==> src/rtl/hex_scan_sched.sv <==
// Time-multiplexes one external hex-to-7-segment decoder across NUM_DIGITS displays,
// with round-robin arbitration of two digit writers. Optional blinking: HEX_SCAN_BLINK_EN.
module hex_scan_sched #(
    parameter int NUM_DIGITS   = 4,
    parameter int SCAN_DIV     = 50000
`ifdef HEX_SCAN_BLINK_EN
    ,
    parameter int BLINK_FRAMES = 25
`endif
) (
    input  logic                    clk,
    input  logic                    reset,
    input  logic                    req0,
    input  logic [2:0]              idx0,
    input  logic [3:0]              val0,
    input  logic                    req1,
    input  logic [2:0]              idx1,
    input  logic [3:0]              val1,
    output logic [1:0]              grant,
    output logic [3:0]              dec_in,
    input  logic [6:0]              dec_seg,
    output logic [7*NUM_DIGITS-1:0] hex_out,
    output logic                    frame_done
`ifdef HEX_SCAN_BLINK_EN
    ,
    input  logic [NUM_DIGITS-1:0]   blink_mask
`endif
);

    localparam int IW = (NUM_DIGITS > 1) ? $clog2(NUM_DIGITS) : 1;
    localparam int CW = (SCAN_DIV > 1) ? $clog2(SCAN_DIV) : 1;
    localparam logic [IW-1:0] IDX_LAST = IW'(NUM_DIGITS - 1);
    localparam logic [CW-1:0] CNT_LAST = CW'(SCAN_DIV - 1);
    localparam logic [3:0]    NUM_DIG4 = 4'(NUM_DIGITS);

    typedef enum logic [1:0] {LOAD, CAPT, WAIT} state_t;

    state_t          state_reg, state_next;
    logic [IW-1:0]   scan_idx_reg, scan_idx_next;
    logic [CW-1:0]   cnt_reg, cnt_next;
    logic            ptr_reg;
    logic            wr_en;
    logic [2:0]      wr_idx;
    logic [3:0]      wr_val;
    logic [6:0]      cap_seg;
    logic [3:0]      digit_vals [NUM_DIGITS];

    // ptr_reg names the requester that wins the next tie
    always_comb begin
        grant = 2'b00;
        if (!reset) begin
            if (req0 && req1)
                grant = ptr_reg ? 2'b10 : 2'b01;
            else if (req0)
                grant = 2'b01;
            else if (req1)
                grant = 2'b10;
        end
    end

    assign wr_idx = grant[1] ? idx1 : idx0;
    assign wr_val = grant[1] ? val1 : val0;
    assign wr_en  = (grant != 2'b00) && ({1'b0, wr_idx} < NUM_DIG4);

    always_ff @(posedge clk) begin
        if (reset)
            ptr_reg <= 1'b0;
        else if (req0 && req1)
            ptr_reg <= grant[0];
    end

    genvar gi;
    generate
        for (gi = 0; gi < NUM_DIGITS; gi++) begin : g_digit
            logic [3:0] digit_reg;
            logic [6:0] seg_reg;

            always_ff @(posedge clk) begin
                if (reset)
                    digit_reg <= 4'h0;
                else if (wr_en && wr_idx == 3'(gi))
                    digit_reg <= wr_val;
            end

            always_ff @(posedge clk) begin
                if (reset)
                    seg_reg <= 7'h7F;
                else if (state_reg == CAPT && scan_idx_reg == IW'(gi))
                    seg_reg <= cap_seg;
            end

            assign digit_vals[gi]       = digit_reg;
            assign hex_out[7*gi +: 7]   = seg_reg;
        end
    endgenerate

`ifdef HEX_SCAN_BLINK_EN
    localparam int BW = (BLINK_FRAMES > 1) ? $clog2(BLINK_FRAMES) : 1;
    localparam logic [BW-1:0] BLINK_LAST = BW'(BLINK_FRAMES - 1);

    logic [BW-1:0] bcnt_reg;
    logic          phase_reg;

    always_ff @(posedge clk) begin
        if (reset) begin
            bcnt_reg  <= '0;
            phase_reg <= 1'b0;
        end else if (frame_done) begin
            if (bcnt_reg == BLINK_LAST) begin
                bcnt_reg  <= '0;
                phase_reg <= ~phase_reg;
            end else begin
                bcnt_reg  <= bcnt_reg + 1'b1;
            end
        end
    end

    assign cap_seg = (blink_mask[scan_idx_reg] && phase_reg) ? 7'h7F : dec_seg;
`else
    assign cap_seg = dec_seg;
`endif

    always_comb begin
        state_next    = state_reg;
        scan_idx_next = scan_idx_reg;
        cnt_next      = cnt_reg;
        frame_done    = 1'b0;
        case (state_reg)
            LOAD: state_next = CAPT;
            CAPT: begin
                cnt_next   = '0;
                state_next = WAIT;
            end
            WAIT: begin
                if (cnt_reg == CNT_LAST) begin
                    state_next    = LOAD;
                    scan_idx_next = (scan_idx_reg == IDX_LAST) ? '0 : scan_idx_reg + 1'b1;
                    frame_done    = (scan_idx_reg == IDX_LAST);
                end else begin
                    cnt_next = cnt_reg + 1'b1;
                end
            end
            default: state_next = LOAD;
        endcase
    end

    always_ff @(posedge clk) begin
        if (reset) begin
            state_reg    <= LOAD;
            scan_idx_reg <= '0;
            cnt_reg      <= '0;
            dec_in       <= 4'h0;
        end else begin
            state_reg    <= state_next;
            scan_idx_reg <= scan_idx_next;
            cnt_reg      <= cnt_next;
            if (state_reg == LOAD)
                dec_in <= digit_vals[scan_idx_reg];
        end
    end

endmodule
==> config.mk <==
export PLATFORM = sky130hd
export DESIGN_NAME = hex_scan_sched
export DESIGN_NICKNAME = d
export VERILOG_FILES = /design/src/rtl/hex_scan_sched.sv
export SDC_FILE = /design/constraint.sdc
export NUM_CORES = 1
export LEC_CHECK = 0
export BUFFER_PORTS_ARGS = -buffer_cell sky130_fd_sc_hd__buf_2
export CORE_ASPECT_RATIO = 0.5
export CORE_MARGIN = 2
export CORE_UTILIZATION = 45
export CTS_BUF_LIST = sky130_fd_sc_hd__clkbuf_8 sky130_fd_sc_hd__clkbuf_16
export DETAILED_ROUTE_END_ITERATION = 12
export HOLD_SLACK_MARGIN = 0.06
export MAX_ROUTING_LAYER = met4
export PLACE_DENSITY = 0.71
export SLEW_MARGIN = 20
export SYNTH_ARGS = -nofsm -noshare
export SYNTH_HDL_FRONTEND = slang
export SYNTH_SLANG_ARGS = --single-unit
==> constraint.sdc <==
create_clock -name clk -period 1.9 [get_ports clk]
set_input_delay 0.19 -clock clk [delete_from_list [all_inputs] [get_ports clk]]
set_output_delay 0.19 -clock clk [all_outputs]
set_load 0.03 [all_outputs]
==> results.sh, run 1 <==
export IMPL_run_status="finished, violations left"
export IMPL_violations="negative setup slack"
export IMPL_grt_pass1_vias=2795
export IMPL_cp_start_kind="flop"
export IMPL_die_h_um=64.2
export IMPL_ys_seq_area_share_pct=42.3
export IMPL_vias=3034
export IMPL_instances_no_fill=545
export IMPL_cp_arrival_ns=1.82
export IMPL_syn2layout_area_growth_pct=26.8
export IMPL_critPathMaxFanout=2
export IMPL_viasPerCell=5.57
export IMPL_power_leakage_nw=1.72
export IMPL_rows=21
export IMPL_setup_violations=1
export IMPL_ant_nets=0
export IMPL_synth_main_ff_cell="dfxtp_1"
export IMPL_placed_cells=528
export IMPL_clk_path_buf_depth=2
export IMPL_clkTransAtPathRegs_ns=0.05
export IMPL_synth_top_area_share_pct=42.3
export IMPL_die_width_um=124
export IMPL_totalWireLength_um=8190
export IMPL_syn_area_mm2=0.00326
export IMPL_synth_edff_count=0
export IMPL_coreArea_mm2=0.00686
export IMPL_dr_pass1_iters=4
export IMPL_dp_hpwl_um=5630
export IMPL_yosys_warnings=0
export IMPL_grt_start_max_net_pins=38
export IMPL_drc=0
export IMPL_synth_distinct_cells=43
export IMPL_max_cap_violations=0
export IMPL_nNetsFinal=478
export IMPL_wire_per_inst_um=15.0
export IMPL_grt_remaining_overflow=0
export IMPL_clock_skew_final_ns=0.00392
export IMPL_ys_async_sr_fraction_pct=0
export IMPL_tightest_slew_ns=0.481
export IMPL_finalCriticalPeriod_ns=2.01
export IMPL_setup_tns_ns=-0.114
export IMPL_fillers=629
export IMPL_synthesis_nets=407
export IMPL_avgSynthCellArea_um2=8.66
export IMPL_maxSlewViolCount=0
export IMPL_io_pins=60
export IMPL_dieArea_mm2=0.00799
export IMPL_layout_drive_gt1_share_pct=31.6
export IMPL_fmax_mhz=497
export IMPL_ys_ff_latch=69
export IMPL_regArea_mm2=0.00138
export IMPL_htreeDepth=3
export IMPL_grt_usage_pct=22.0
export IMPL_port_buffers=59
export IMPL_cpLargestDelayFamily="simple AND/OR/NAND/NOR gates"
export IMPL_ys_top_cells_by_area="dfxtp_1, nand3_1, mux2_2"
export IMPL_syn_inst=377
export IMPL_start_util_pct=47.6
export IMPL_worstSetupPathType="flop to primary output"
export IMPL_n_antenna_cell=0
export IMPL_fin_crit_sh_pct=106
export IMPL_fin_util_pct=60.3
export IMPL_power_density_mw_per_mm2=824
export IMPL_crit_chain="or4_4, nor4_4, and3_4, buf_6"
export IMPL_antenna_found_initial=0
export IMPL_clkSinkCount=69
export IMPL_crit_buf_inv=1
export IMPL_hold_viol=0
export IMPL_setup_ws_ns=-0.114
export IMPL_clock_latency_ns=0.34
export IMPL_place_gp_congestion=0.845
export IMPL_drt_iter0_drc=215
export IMPL_cts_buffers=9
export IMPL_required_ns=1.71
export IMPL_multi_input_area_mm2=0.00178
export IMPL_largest_register_ffs=28
export IMPL_worstHoldPathType="input port to flop"
export IMPL_relSlewSlack_pct=67.5
export IMPL_rsz0062_at_grt="true"
export IMPL_max_stage_delay_ns=0.55
export IMPL_cts_tree="yes"
export IMPL_synth_most_common_cell="dfxtp_1"
export IMPL_grt_first_pass_wirelength_um=13700
export IMPL_cts_root_buffer="clkbuf_16"
export IMPL_irDropWorstVdd_v=0.000430
export IMPL_cp_end_kind="primary output"
export IMPL_power_mw=3.41
export IMPL_slowest_stage="or4_4"
export IMPL_synth_largest_area_cell="dfxtp_1"
export IMPL_ys_top_cells_by_count="dfxtp_1, nand3_1, nand2_1"
==> worst reg2reg max path: cells and delay by family (launching register included) <==
family / cells / cell delay [ns]
and+or+nand+nor: 3 / 1.39
DFF: 1 / 0.31
AOI/OAI and AO/OA: 1 / 0.13
==> power breakdown <==
group	switching [mW]	total (mW)	internal (mW)	leakage (nW)
Combinational	0.242	0.370	0.128	1.02
Sequential	0.0208	1.50	1.48	0.560
Clock	0.592	1.53	0.940	0.145
==> cells in the final DEF (no fill, tap or decap), drive strengths merged, types with 6 or more instances in the layout <==
master / netlist / final
nand2: 48 / 48
o211ai: 7 / 7
a21oi: 18 / 18
buf: 3 / 90
nand4: 11 / 11
o31ai: 7 / 7
clkbuf: 27 / 11
mux2: 19 / 19
dfxtp: 69 / 69
nor2b: 20 / 20
o21ai: 8 / 8
nand3: 62 / 62
clkinv: 1 / 6
nor4: 7 / 7
or4: 7 / 7
nor2: 8 / 8
==> through the flow <==
stage	cell area, um2	hold slack, ns	setup WS [ns]
after floorplan	3280	0.338	-0.0856
after global placement	3820	0.448	0.00869
after detailed placement	3820	0.453	-0.00958
after CTS	4120	0.143	-0.157
after global routing	4140	0.164	-0.156
final	4140	0.160	-0.114
==> cell type report <==
class,instances,area share [%]
Timing Repair Buffer,90,13.6
Tap cell,92,2.78
Clock inverter,5,0.605
Multi-Input combinational cell,272,42.9
Sequential cell,69,33.4
Clock buffer,11,6.11
Inverter,6,0.544
==> cell families (layout without fill, tap and decap cells) <==
kind of cell / after synthesis / count (layout) / share of synthesized area (%)
and+or+nand+nor: 188 / 188 / 30.7
DFF: 69 / 69 / 42.3
AOI/OAI and AO/OA: 53 / 53 / 10.7
buffers and inverters: 36 / 112 / 4.18
muxes: 24 / 24 / 9.62
adders and majority gates: 5 / 5 / 1.92
xor gates and xnor gates: 2 / 2 / 0.537
==> layer usage <==
| layer | wire length (um) | global-route usage, % | up-vias |
|---|---|---|---|
| met5 | 0 | - | - |
| met4 | 116 | 7.02 | 0 |
| met3 | 534 | 7.87 | 11 |
| met2 | 3630 | 32.6 | 105 |
| met1 | 3910 | 28.2 | 1397 |
| li1 | - | - | 1521 |
==> worst paths after layout <==
check,start,endpoint,slack [ns],cells past startpoint
setup / recovery,cnt_reg[4],frame_done,-0.11,4
setup reg to reg,cnt_reg[4],scan_idx_reg[0],0.01,4
hold / removal,dec_seg[6],g_digit[0].seg_reg[6],0.16,3
hold reg to reg,g_digit[2].seg_reg[2],g_digit[2].seg_reg[2],0.47,2
==> what timing repair did <==
action / in CTS / in global routing
endpoints found under the setup margin: 2 / 25
pin swaps: 4 / 4
buffers inserted: 1 / 1
hold buffers: 0 / 0
resized for setup: 4 / 8
Note: power is estimated with default switching activity, not from simulation.
==> run 2, diff against run 1 <==
clock period = 1.8 ns   (was 1.9 ns; I/O delays follow)
==> run 2 against run 1 <==
Compared with the run above:
- the run still ends with negative setup slack left
- wire length is 0.34% higher
- sequential cell count is the same
- non-clock buffer count grew 12
- register-to-register slack worse by 0.28 ns
- final area increased by 5.0%
- die area unchanged
- highest routed layer unchanged
==> results.sh, run 2 (synthesized netlist as in run 1, its figures left out) <==
export IMPL_run_status="finished, violations left"
export IMPL_violations="negative setup slack"
export IMPL_coreArea_mm2=0.00686
export IMPL_final_common_cell="dfxtp_1"
export IMPL_fillers=580
export IMPL_htreeDepth=3
export IMPL_die_h_um=64.2
export IMPL_nNetsFinal=490
export IMPL_setup_tns_ns=-0.971
export IMPL_antenna_found_initial=0
export IMPL_cts_root_buffer="clkbuf_16"
export IMPL_ant_nets=0
export IMPL_wire_per_inst_um=14.8
export IMPL_power_mw=3.75
export IMPL_power_leakage_nw=1.81
export IMPL_die_width_um=124
export IMPL_grt_first_pass_wirelength_um=13500
export IMPL_clk_path_buf_depth=2
export IMPL_place_gp_congestion=0.853
export IMPL_max_cap_violations=0
export IMPL_worstHoldPathType="input port to flop"
export IMPL_tightest_slew_ns=0.457
export IMPL_syn2layout_area_growth_pct=33.1
export IMPL_worstSetupPathType="flop to flop"
export IMPL_grt_pass1_vias=2825
export IMPL_setup_ws_ns=-0.270
export IMPL_required_ns=2.07
export IMPL_dr_pass1_iters=6
export IMPL_clkSinkCount=69
export IMPL_cp_arrival_ns=2.34
export IMPL_fin_crit_sh_pct=115
export IMPL_rows=21
export IMPL_vias=3162
export IMPL_critPathMaxFanout=4
export IMPL_place_ws_ns=-0.125
export IMPL_fmax_mhz=483
export IMPL_postCtsHoldBufs=0
export IMPL_grt_usage_pct=21.7
export IMPL_layout_drive_gt1_share_pct=36.3
export IMPL_dp_hpwl_um=5700
export IMPL_start_util_pct=47.6
export IMPL_port_buffers=59
export IMPL_power_density_mw_per_mm2=863
export IMPL_hold_viol=0
export IMPL_dieArea_mm2=0.00799
export IMPL_io_pins=60
export IMPL_setup_violations=11
export IMPL_n_antenna_cell=0
export IMPL_clock_skew_final_ns=0.00459
export IMPL_grt_start_max_net_pins=45
export IMPL_clkTransAtPathRegs_ns=0.05
export IMPL_maxSlewViolCount=0
export IMPL_cp_start_kind="flop"
export IMPL_cp_end_kind="flop"
export IMPL_irDropWorstVdd_v=0.000511
export IMPL_cts_tree="yes"
export IMPL_rsz0062_at_grt="true"
export IMPL_clock_latency_ns=0.33
export IMPL_cts_buffers=9
export IMPL_grt_remaining_overflow=0
export IMPL_totalWireLength_um=8220
export IMPL_largest_register_ffs=28
export IMPL_drc=0
export IMPL_finalCriticalPeriod_ns=2.07
export IMPL_relSlewSlack_pct=69.4
export IMPL_final_cell_mix="dfxtp_1, nand3_1, buf_2"
export IMPL_viasPerCell=5.68
export IMPL_drt_iter0_drc=264
-- run 2: cell types whose count changed in the layout (fill, tap and decap cells not counted), moves of 2 or more --
cell	delta
a21oi_1	-2
a21oi_2	+2
buf_4	+10
clkinv_2	-2
clkinv_4	+2
dfxtp_1	-2
dfxtp_2	+2
nor4_1	-2
nor4_2	+2
o311ai_0	-2
o31ai_1	-2
-- run 2: final cells by class --
cell class | count | area, um2 | share of cell area (%)
Clock buffer | 10 | 239 | 5.50
Timing Repair Buffer | 102 | 664 | 15.3
Inverter | 6 | 22.5 | 0.518
Clock inverter | 6 | 62.6 | 1.44
Multi-Input combinational cell | 272 | 1860 | 42.7
Sequential cell | 69 | 1390 | 31.9
Tap cell | 92 | 115 | 2.65
-- run 2: worst paths after layout --
| path | from | endpoint | slack, ns | cells after the start |
|---|---|---|---|---|
| max | cnt_reg[10] | scan_idx_reg[0] | -0.27 | 4 |
| min | dec_seg[3] | g_digit[2].seg_reg[3] | 0.16 | 3 |
| max reg2reg | cnt_reg[10] | scan_idx_reg[0] | -0.27 | 4 |
| min reg2reg | g_digit[3].seg_reg[2] | g_digit[3].seg_reg[2] | 0.47 | 2 |
-- run 2: per-stage QoR --
stage	hold slack (ns)	area [um2]	utilization, %	std cells
detailed placement	0.456	3880	56.5	536
global placement	0.450	3880	56.5	536
CTS	0.142	4190	61.1	553
global route	0.152	4340	63.3	557
finish	0.156	4340	63.3	557
floorplan	0.328	3280	-	377
-- run 2: where the power goes --
| part | total (mW) | internal (mW) | leakage [nW] | switching (mW) |
|---|---|---|---|---|
| registers | 1.59 | 1.57 | 0.561 | 0.0217 |
| clock network | 1.75 | 1.11 | 0.152 | 0.647 |
| logic | 0.408 | 0.149 | 1.10 | 0.259 |
| total | 3.75 | 2.82 | 1.81 | 0.927 |
-- run 2: critical path, stage by stage (launching register included) --
cell     delay [ns]
dfxtp_2        0.32
or4_4          0.55
or4_4          0.57
or4_4          0.43
a21oi_2        0.14
-- run 2: repair_timing --
item                                    CTS  global route
gates resized for setup                   3            30
setup buffers                             1             4
pin swaps                                 2            14
endpoints found under the setup margin    9            18
-- run 2: routing by layer --
metal	part of all wire (%)	vias up	track usage [%]
met1	46	1461	27.8
met4	1.8	0	8.01
met3	7.4	15	6.62
met2	45	139	32.6
met5	0	-	-
li1	-	1547	-
